## src/rtl/answer_sequencer.sv

```systemverilog
// answer_sequencer: note-sequence store and playback engine.
// Holds DEPTH notes of NOTE_W bits, written per slot or in bulk, and replays
// the first `len` notes, each held for TICKS_PER_STEP cycles, with optional
// looping, abort, and a one-cycle completion pulse.
//
// Ports
//   clk        system clock, rising edge
//   reset      synchronous active-high reset (also clears note memory)
//   wr_en      write wr_data into slot wr_addr (out-of-range addresses ignored)
//   wr_addr    slot index
//   wr_data    note value
//   load_en    bulk load of every slot from load_data; wins over wr_en
//   load_data  packed notes, slot 0 in the LSBs
//   len        notes to play, sampled at start, clamped to DEPTH
//   play       start request, acted on in IDLE only
//   stop       abort playback; also blocks a same-cycle play
//   loop       sampled at the last-note boundary: wrap to slot 0 when high
//   note_out   current note, REST_NOTE when idle
//   note_valid high while a note is being played
//   step_idx   index of the current note, 0 when idle
//   busy       high while playing
//   done       one-cycle pulse on normal completion
module answer_sequencer #(
    parameter int unsigned NOTE_W         = 4,
    parameter int unsigned DEPTH          = 8,
    parameter int unsigned TICKS_PER_STEP = 5000000,
    parameter int unsigned REST_NOTE      = 0,
    localparam int unsigned AW            = $clog2(DEPTH),
    localparam int unsigned LW            = $clog2(DEPTH + 1)
) (
    input  logic                    clk,
    input  logic                    reset,
    input  logic                    wr_en,
    input  logic [AW-1:0]           wr_addr,
    input  logic [NOTE_W-1:0]       wr_data,
    input  logic                    load_en,
    input  logic [DEPTH*NOTE_W-1:0] load_data,
    input  logic [LW-1:0]           len,
    input  logic                    play,
    input  logic                    stop,
    input  logic                    loop,
    output logic [NOTE_W-1:0]       note_out,
    output logic                    note_valid,
    output logic [AW-1:0]           step_idx,
    output logic                    busy,
    output logic                    done
);

    localparam int unsigned CW = $clog2(TICKS_PER_STEP);

    typedef enum logic {
        IDLE,
        PLAY
    } state_e;

    state_e              state_q;
    logic [NOTE_W-1:0]   mem_q [DEPTH];
    logic [CW-1:0]       cnt_q;
    logic [LW-1:0]       len_q;
    logic [AW-1:0]       step_idx_q;
    logic [NOTE_W-1:0]   note_q;
    logic                note_valid_q;
    logic                busy_q;
    logic                done_q;

    logic [LW-1:0]       len_clamped_c;
    logic                step_end_c;
    logic                last_step_c;

    // Requested length limited to the number of slots.
    assign len_clamped_c = (len > LW'(DEPTH)) ? LW'(DEPTH) : len;

    // Final cycle of the current note's hold time.
    assign step_end_c    = (cnt_q == CW'(TICKS_PER_STEP - 1));

    // Current note is the last one of the latched length.
    assign last_step_c   = (LW'(step_idx_q) == (len_q - LW'(1)));

    // Note memory: bulk load has priority; per-slot decode drops addresses >= DEPTH.
    always_ff @(posedge clk) begin
        if (reset) begin
            for (int i = 0; i < DEPTH; i++) begin
                mem_q[i] <= '0;
            end
        end else begin
            for (int i = 0; i < DEPTH; i++) begin
                if (load_en) begin
                    mem_q[i] <= load_data[i*NOTE_W +: NOTE_W];
                end else if (wr_en && (wr_addr == AW'(i))) begin
                    mem_q[i] <= wr_data;
                end
            end
        end
    end

    // Playback FSM with registered outputs; the note is captured on entry so
    // later writes to the playing slot only show on its next entry.
    always_ff @(posedge clk) begin
        if (reset) begin
            state_q      <= IDLE;
            cnt_q        <= '0;
            len_q        <= '0;
            step_idx_q   <= '0;
            note_q       <= NOTE_W'(REST_NOTE);
            note_valid_q <= 1'b0;
            busy_q       <= 1'b0;
            done_q       <= 1'b0;
        end else begin
            done_q <= 1'b0;
            case (state_q)
                IDLE: begin
                    if (play && !stop && (len_clamped_c != '0)) begin
                        state_q      <= PLAY;
                        len_q        <= len_clamped_c;
                        cnt_q        <= '0;
                        step_idx_q   <= '0;
                        note_q       <= mem_q[0];
                        note_valid_q <= 1'b1;
                        busy_q       <= 1'b1;
                    end
                end
                PLAY: begin
                    if (stop) begin
                        state_q      <= IDLE;
                        cnt_q        <= '0;
                        step_idx_q   <= '0;
                        note_q       <= NOTE_W'(REST_NOTE);
                        note_valid_q <= 1'b0;
                        busy_q       <= 1'b0;
                    end else if (step_end_c) begin
                        cnt_q <= '0;
                        if (!last_step_c) begin
                            step_idx_q <= step_idx_q + AW'(1);
                            note_q     <= mem_q[step_idx_q + AW'(1)];
                        end else if (loop) begin
                            step_idx_q <= '0;
                            note_q     <= mem_q[0];
                        end else begin
                            state_q      <= IDLE;
                            step_idx_q   <= '0;
                            note_q       <= NOTE_W'(REST_NOTE);
                            note_valid_q <= 1'b0;
                            busy_q       <= 1'b0;
                            done_q       <= 1'b1;
                        end
                    end else begin
                        cnt_q <= cnt_q + CW'(1);
                    end
                end
                default: begin
                    state_q <= IDLE;
                end
            endcase
        end
    end

    assign note_out   = note_q;
    assign note_valid = note_valid_q;
    assign step_idx   = step_idx_q;
    assign busy       = busy_q;
    assign done       = done_q;

endmodule

```

## config.mk

```make
export PLATFORM = sky130hd
export DESIGN_NAME = answer_sequencer
export DESIGN_NICKNAME = d
export VERILOG_FILES = /design/src/rtl/answer_sequencer.sv
export SDC_FILE = /design/constraint.sdc
export NUM_CORES = 1
export LEC_CHECK = 0
export ABC_AREA = 1
export BUFFER_PORTS_ARGS = -buffer_cell sky130_fd_sc_hd__buf_2
export CORE_MARGIN = 1
export CORE_UTILIZATION = 25
export CTS_CLUSTER_DIAMETER = 50
export DETAILED_ROUTE_END_ITERATION = 10
export PLACE_DENSITY = 0.47
export SETUP_SLACK_MARGIN = 0.2
export SKIP_LAST_GASP = 1
export SLEW_MARGIN = 20
export SYNTH_ARGS = -nofsm -noshare
export SYNTH_HDL_FRONTEND = slang
export SYNTH_SLANG_ARGS = --single-unit
```

## constraint.sdc

```tcl
create_clock -name clk -period 4.5 [get_ports clk]
set_input_delay 0.9 -clock clk [delete_from_list [all_inputs] [get_ports clk]]
set_output_delay 0.9 -clock clk [all_outputs]
set_load 0.05 [all_outputs]
```

==> flow_metrics.tcl, run 1 <==
set metrics [dict create \
    post_cts_resized 0 \
    synthFlopType "dfxtp_1" \
    yosys.cell_count.top_type "nand2_1" \
    fin_skew_ps 9.17 \
    post-route-drc-count 2 \
    synth_area_mm2 0.00386 \
    synthTopCellsByArea "edfxtp_1 25%, dfxtp_1 19%, nand2_1 11%" \
    synthArstFlopShare_pct 0 \
    slew_viol_final 0 \
    htreeDepth 3 \
    io_buffers 59 \
    cts_tree "done" \
    cap_viol_max_count 0 \
    path_clk_slew_ps 60 \
    drive_above_1_share_pct 16.6 \
    yosys_warnings 0 \
    ctsHoldBuffers 0 \
    max_freq_mhz 445 \
    post-route-period-util_pct 50.0 \
    drt_first_pass_iters 7 \
    worst_pin_slew_ps 548 \
    hpwl_mm 7.72 \
    cts_made_buffers 9 \
    grt_pass1_wl_mm 16.9 \
    ir_drop_v 0.000183 \
    status "finished with violations" \
    dieArea_mm2 0.0159 \
    hold_class "register to register" \
    relSlewSlack_pct 63.1 \
    vias 3536 \
    via_per_inst 4.57 \
    n_antenna_cell 0 \
    start_kind "register" \
    cts-root-buf "clkbuf_16" \
    setup_tns_ps 0 \
    antenna_found_initial 0 \
    arrival_ps 1350 \
    nNetsFinal 633 \
    wl_per_cell_um 13.1 \
    clock_latency_ps 340 \
    track_usage_pct 13.8 \
    synth.distinct_cells 35 \
    globalplace.congestion 0.834 \
    p_leak_nw 1.88 \
    crit_chain "buf_2" \
    end_kind "output pin" \
    post-cts-setup-buffers 0 \
    start_util_pct 25.5 \
    core_area_mm2 0.0151 \
    cp_top_family "flip-flops" \
    grt_pass1_vias 3419 \
    area_delta_synth_final_pct 20.1 \
    rsz0062_at_grt "false" \
    avgSynthCellArea_um2 7.36 \
    ys_ff_latch 69 \
    synthesis.instances 524 \
    violations "design-rule violations" \
    synth_edf_count 32 \
    grt_start_max_net_pins 45 \
    slowest_stage "dfxtp_1" \
    finalSetupViolCount 0 \
    crit_type "register to output pin" \
    slowest_delay_ps 650 \
    netlist.area_leader.share_pct 24.9 \
    drt_iter0_drc 173 \
    synth_top_area_cell "edfxtp_1" \
    ios 60 \
    rows 45 \
    cts.sinks 69 \
    clockBufferDepth 2 \
    required_ps 3600 \
    totalWireLength_mm 10.1 \
    postRouteAntennaNets 0 \
    cp_max_fo 16 \
    synthesis.nets 577 \
    p_per_area_mw_per_mm2 357 \
    hold_viol 0 \
    final.min_clock_period_ps 2250 \
    yosysSeqAreaShare_pct 44.1 \
    cp.buffers_inverters 1 \
    post-place-ws_ps 2000 \
    grt-ovfl-total 0 \
    synth_common_cells "118 x nand2_1, 62 x nand3_1, 56 x inv_1" \
    setup_ws_ps 2250 \
    die_w_um 126 \
    die_h_um 126 \
]
[registers in the layout, indices dropped and copies added (netlist names)]
name,cells
done,1
cnt_q,23
mem_q,32
len_q,4
state_q,1
note_out,4
step_idx,3
busy,1
[power by group]
part	switching, mW	total (mW)	internal (mW)
clock network	0.272	0.759	0.487
registers	0.0171	0.711	0.694
logic	0.126	0.184	0.0575
total	0.415	1.65	1.24
[stage by stage]
stage,util (%),hold slack (ps),area [um2],std cells,power (mW)
4_1_cts,30.6,491,4640,773,1.68
5_1_grt,30.6,504,4640,773,1.73
3_3_place_gp,28.5,471,4320,757,0.909
2_1_floorplan,-,452,3860,524,0.845
3_5_place_dp,28.5,482,4320,757,0.911
6_report,30.6,492,4640,773,1.65
[cell type report]
| class | instances | area, um2 |
|---|---|---|
| clock buffers | 11 | 233 |
| clock inverters | 5 | 85.1 |
| fillers | 1633 | 10500 |
| inverters | 59 | 224 |
| multi-input cells | 381 | 1850 |
| flip-flops and latches | 69 | 1700 |
| well taps | 188 | 235 |
| repair buffers | 60 | 303 |
[per-layer routing]
metal / up-vias / global-route usage (%) / part of all wire [%] / routed length, um
li1: 1859 / - / - / -
met4: 0 / 5.10 / 0.67 / 68
met5: - / 0 / 0 / 0
met2: 78 / 22.6 / 48 / 4840
met3: 6 / 4.25 / 4.8 / 486
met1: 1593 / 16.9 / 47 / 4750
[placed cells by master, fill, tap and decap left out, drive strengths merged, types with 2 or more instances in the layout]
cell    count
inv        58
nor2       57
bufinv      2
ha          3
xor2        4
nand3      64
a211oi      2
xnor2       4
clkinv      3
nand4       3
nand2     126
a21oi      41
dfxtp      37
edfxtp     32
nor3       15
o21ai      56
clkbuf     11
buf        60
a31oi       2
[logic make-up (layout without fill, tap and decap cells)]
family                     count (synthesis)  count (layout)  synth area share (%)
buffers and inverters                     74             135                  7.85
adders and majority gates                  3               3                 0.973
and+or+nand+nor                          268             268                  31.8
AOI/OAI and AO/OA                        102             102                  13.5
DFF                                       69              69                  44.1
xor gates and xnor gates                   8               8                  1.82
[path summary, 6_finish.rpt]
check	from	end	cells past startpoint	slack (ps)
setup / recovery	step_idx[0]	step_idx[0]	1	2250
hold / removal	cnt_q[1]	cnt_q[1]	2	490
setup reg to reg	step_idx[0]	note_out[1]	7	2470
hold reg to reg	cnt_q[1]	cnt_q[1]	2	490
Note: power is estimated with default switching activity, not from simulation.
==> run 2, diff against run 1 <==
PLACE_DENSITY = 0.48   (was 0.47)
clock period = 1.95 ns   (was 4.5 ns; I/O delays follow)
==> run 2 against run 1 <==
- the flow now finishes without violations
- global-route usage increased by 0.096 points
- via count increased by 3.2%
- first-iteration DRC count decreased by 12%
- count of clock-buffer cells in the layout decreased by 1
- routed wire length increased by 0.72%
- sequential share of layout area decreased by 0.55 points
- critical endpoint is now step_idx[1]
- highest routed layer unchanged
==> flow_metrics.tcl, run 2 (synthesis results as in run 1) <==
set metrics [dict create \
    via_per_inst 4.65 \
    rsz0062_at_grt "true" \
    wl_per_cell_um 13.0 \
    post-route-drc-count 0 \
    post-route-period-util_pct 83.0 \
    end_kind "register" \
    postRouteAntennaNets 0 \
    area_delta_synth_final_pct 22.5 \
    grt-ovfl-total 0 \
    power_mw 3.50 \
    fin_skew_ps 6.86 \
    ctsHoldBuffers 0 \
    finalSetupViolCount 0 \
    core_area_mm2 0.0151 \
    hpwl_mm 7.86 \
    swShare_pct 26.0 \
    slowest_stage "dfxtp_2" \
    cp-endpoint "step_idx[1]" \
    cap_viol_max_count 0 \
    slew_viol_final 0 \
    final_cell_mix "117 x nand2_1, 62 x nand3_1, 59 x buf_2, 55 x inv_1, 53 x o21ai_0" \
    path_clk_slew_ps 50 \
    utilization_pct 31.2 \
    place_inst 768 \
    totalWireLength_mm 10.2 \
    drt_iter0_drc 152 \
    ir_drop_v 0.000402 \
    final.min_clock_period_ps 1620 \
    nNetsFinal 646 \
    cts_made_buffers 9 \
    io_buffers 59 \
    setup_tns_ps 0 \
    rrSetupSlack_ps 330 \
    vias 3648 \
    track_usage_pct 13.8 \
    worst_r2r_endpoint "step_idx[1]" \
    combPwrFrac_pct 13.0 \
    p_per_area_mw_per_mm2 739 \
    rows 45 \
    reg.largest.list "mem_q (32), cnt_q (23)" \
    reg2reg_depth 8 \
    globalplace.congestion 0.807 \
    drt_first_pass_iters 4 \
    clockBufferDepth 2 \
    status "finished clean" \
    required_ps 2160 \
    setup_ws_ps 332 \
    drive_above_1_share_pct 19.8 \
    power_frac_seq_pct 46.9 \
    arrival_ps 1830 \
    grt_start_max_net_pins 34 \
    die_h_um 126 \
    dieArea_mm2 0.0159 \
    slowest_delay_ps 330 \
    top_register "mem_q" \
    htreeDepth 3 \
    fin_cells 785 \
    crit_type "register to register" \
    antenna_found_initial 0 \
    final_common_cell "nand2_1" \
    cts_tree "done" \
    ios 60 \
    internal-power_mw 2.59 \
    hold_viol 0 \
    cts-root-buf "clkbuf_16" \
    post-place-ws_ps 141 \
    start_kind "register" \
    p_leak_nw 1.92 \
    max_freq_mhz 618 \
    rr_startpoint "len_q[1]" \
    n_antenna_cell 0 \
    relSlewSlack_pct 75.0 \
    clock_power_share_pct 40.1 \
    p_sw_mw 0.909 \
    startpoint "len_q[1]" \
    worst_pin_slew_ps 373 \
    start_util_pct 25.5 \
    cts.sinks 69 \
    cp_max_fo 8 \
    crit_chain "inv_1 > ha_4 > xnor2_1 > nor2_2 > nand3_4 > buf_6 > nand4_1 > o21ai_0" \
    grt_pass1_vias 3548 \
    clock_latency_ps 330 \
    grt_pass1_wl_mm 17.3 \
    hold_class "input port to register" \
    largest_register_ffs 32 \
    die_w_um 126 \
]
-- run 2: cell count changes in the layout (fill, tap and decap cells not counted), moves of 5 or more --
| cell | change |
|---|---|
| buf_4 | +11 |
| clkinv_1 | +5 |
| dfxtp_2 | +6 |
| dfxtp_1 | -6 |
-- run 2: stage by stage --
stage	hold WS (ps)	instance area [um2]
2_1_floorplan	452	3860
3_3_place_gp	473	4400
3_5_place_dp	479	4400
4_1_cts	302	4670
5_1_grt	320	4730
6_report	312	4730
-- run 2: cell type report --
type                    instances  area (um2)
fillers                      1638       10400
multi-input cells             381        1900
flip-flops and latches         69        1710
repair buffers                 73         408
well taps                     188         235
clock buffers                  10         229
inverters                      59         224
clock inverters                 5        18.8
-- run 2: power groups by stage --
stage          clock network (mW)  registers, mW  logic [mW]
2_1_floorplan                   0           1.70       0.252
3_3_place_gp                    0           1.67       0.439
3_5_place_dp                    0           1.67       0.445
4_1_cts                      1.44           1.64       0.449
5_1_grt                      1.51           1.65       0.511
6_report                     1.40           1.64       0.453
-- run 2: worst min path at each step --
stage / from / end / slack (ps) / depth (start not counted)
2_1_floorplan: cnt_q[20] / cnt_q[20] / 450 / 2
3_3_place_gp: cnt_q[20] / cnt_q[20] / 470 / 2
3_5_place_dp: cnt_q[20] / cnt_q[20] / 480 / 2
4_1_cts: len[2] / len_q[2] / 300 / 3
5_1_grt: len[1] / len_q[1] / 320 / 3
6_report: len[2] / len_q[2] / 310 / 3
-- run 2: critical path: cells and delay by family, from the launching register on --
kind	cells	cell delay, ps
xor+xnor	1	130
fa+ha+maj	1	240
compound gates	1	110
flops	1	330
buf+inv	2	230
simple gates	3	460
-- run 2: layer usage --
metal / routed length, um / GRT usage [%]
met5: 0 / 0
met4: 86 / 5.67
met3: 394 / 3.19
met2: 4770 / 22.4
met1: 4960 / 17.7
-- run 2: timing repair --
item,CTS,global route
endpoints found under the setup margin,7,26
resized for setup,4,13
setup buffers,0,2
gates cloned,0,0
pin swaps,2,7
==> run 3, diff against run 2 <==
PLACE_DENSITY = 0.47   (was 0.48)
clock period = 1.6 ns   (was 1.95 ns; I/O delays follow)
==> run 3 against run 2 <==
- final area is 15% higher
- clock power is 43% higher
- routed wire length is 12% higher
- total power is 33% higher
- flip-flop and latch count stayed put
- core utilization is 4.8 points higher
- count of clock-buffer cells in the layout stayed put
- worst hold slack worse by 68 ps
- sequential share of layout area is 4.1 points lower
- highest routed layer unchanged
- worst setup slack worse by 280 ps
==> flow_metrics.tcl, run 3 (synthesis results as in run 1) <==
set metrics [dict create \
    antenna_found_initial 0 \
    clockBufferDepth 2 \
    hold_depth 3 \
    clock_power_share_pct 43.1 \
    die_h_um 126 \
    worst_pin_slew_ps 309 \
    multi_input_area_mm2 0.00224 \
    end_kind "register" \
    min-delay-start "len[2]" \
    worst_r2r_endpoint "note_out[1]" \
    crit_chain "inv_2 > ha_4 > xnor2_1 > nor2_2 > nand3_4 > buf_6 > o21ai_2 > nand2_2 > a21oi_2" \
    die_w_um 126 \
    regArea_mm2 0.00175 \
    path_clk_slew_ps 60 \
    required_ps 1880 \
    fin_skew_ps 7.41 \
    clock_latency_ps 340 \
    cap_viol_max_count 0 \
    rr_startpoint "len_q[1]" \
    cts_tree "done" \
    final.min_clock_period_ps 1540 \
    filler_cell_count 1589 \
    arrival_ps 1820 \
    final_common_cell "nand2_1" \
    totalWireLength_mm 11.5 \
    drt_iter0_drc 130 \
    internal-power_mw 3.39 \
    drt_first_pass_iters 4 \
    start_kind "register" \
    io_buffers 59 \
    grt_start_max_net_pins 35 \
    post-route-period-util_pct 96.5 \
    hold_path_end "len_q[2]" \
    ios 60 \
    nNetsFinal 675 \
    fin_cells 815 \
    reg.largest.list "mem_q (32), cnt_q (23)" \
    routed.top_layer "met4" \
    hpwl_mm 8.19 \
    reg2reg_depth 9 \
    htreeDepth 3 \
    via_per_inst 4.69 \
    cts_made_buffers 9 \
    top_register "mem_q" \
    rows 45 \
    finalSetupViolCount 0 \
    slew_viol_final 0 \
    dieArea_mm2 0.0159 \
    cp_max_fo 5 \
    p_sw_mw 1.26 \
    max_freq_mhz 647 \
    postRouteAntennaNets 0 \
    power_frac_seq_pct 42.7 \
    track_usage_pct 15.2 \
    place_area_mm2 0.00460 \
    globalplace.congestion 0.839 \
    n_antenna_cell 0 \
    final_cell_mix "105 x nand2_1, 58 x buf_2, 51 x nand3_1, 47 x o21ai_0, 44 x inv_1" \
    grt_pass1_vias 3812 \
    wl_per_cell_um 14.1 \
    hold_class "input port to register" \
    slowest_delay_ps 340 \
    grt_pass1_wl_mm 18.9 \
    start_util_pct 25.5 \
    final_cell_area_mm2 0.00545 \
    cts-root-buf "clkbuf_16" \
    cts.sinks 69 \
    utilization_pct 36.0 \
    drive_above_1_share_pct 39.6 \
    swShare_pct 27.1 \
    p_leak_nw 2.14 \
    place_inst 781 \
    wl_met2_mm 5.48 \
    largest_register_ffs 32 \
    met3_length_um 498 \
    rsz0062_at_grt "true" \
    drt-met1-wl_mm 5.35 \
    crit_type "register to register" \
    slowest_stage "dfxtp_2" \
    hold_ws_ps 244 \
    core_area_mm2 0.0151 \
    hold_viol 0 \
    vias 3824 \
    ir_drop_v 0.000545 \
    rrSetupSlack_ps 60 \
    status "finished clean" \
    relSlewSlack_pct 79.3 \
    p_per_area_mw_per_mm2 854 \
    ctsHoldBuffers 0 \
    post-route-drc-count 0 \
    grt-ovfl-total 0 \
    combPwrFrac_pct 14.3 \
    area_delta_synth_final_pct 41.3 \
]
==> run 3: cell type report <==
cell class	instances	share of cell area, %
Tap cell	188	4.31
Clock buffer	10	4.20
Clock inverter	6	1.17
Sequential cell	69	32.0
Timing Repair Buffer	102	12.9
Inverter	59	4.27
Multi-Input combinational cell	381	41.1
==> run 3: worst max-delay path: cells and delay by family (launching register included) <==
| family | cells | cell delay (ps) |
|---|---|---|
| and+or+nand+nor | 3 | 380 |
| AOI/OAI and AO/OA | 2 | 190 |
| adders and majority gates | 1 | 220 |
| xor gates and xnor gates | 1 | 130 |
| DFF | 1 | 340 |
| buffers and inverters | 2 | 220 |
==> run 3: routing by layer <==
layer,global-route usage [%],vias up
li1,-,1939
met1,19.1,1784
met2,25.6,92
met3,3.70,9
met4,5.17,0
met5,0,-
==> run 3: power by group through the flow <==
stage | logic (mW) | clock network, mW | registers, mW
2_1_floorplan | 0.316 | 0 | 2.07
3_3_place_gp | 0.578 | 0 | 2.03
3_5_place_dp | 0.586 | 0 | 2.03
4_1_cts | 0.635 | 2.05 | 1.99
5_1_grt | 0.735 | 2.12 | 2.00
6_report | 0.664 | 2.00 | 1.99
==> run 3: how the worst max path moves through the flow <==
stage	from	to	slack [ps]	cells after the start
after CTS	len_q[1]	note_out[1]	40	9
after detailed placement	len[3]	step_idx[2]	-2	11
after floorplan	load_en	mem_q[6][0]	110	4
after global routing	cnt_q[12]	cnt_q[0]	-40	9
final	len_q[1]	note_out[1]	60	9
after global placement	cnt_q[2]	cnt_q[11]	20	6
==> run 3: repair_timing <==
action | in CTS | in global routing
endpoints found under the setup margin | 34 | 34
gates resized for setup | 74 | 56
buffers inserted | 12 | 5
pin swaps | 33 | 32
gates cloned | 1 | 0
==> run 3: per-stage QoR <==
| stage | power, mW | setup slack [ps] | TNS (ps) |
|---|---|---|---|
| 2_1_floorplan | 2.39 | 105 | 0 |
| 3_3_place_gp | 2.61 | 19.2 | 0 |
| 3_5_place_dp | 2.62 | -2.19 | -2.19 |
| 4_1_cts | 4.67 | 40.9 | 0 |
| 5_1_grt | 4.85 | -44.0 | -142 |
| 6_report | 4.65 | 55.3 | 0 |
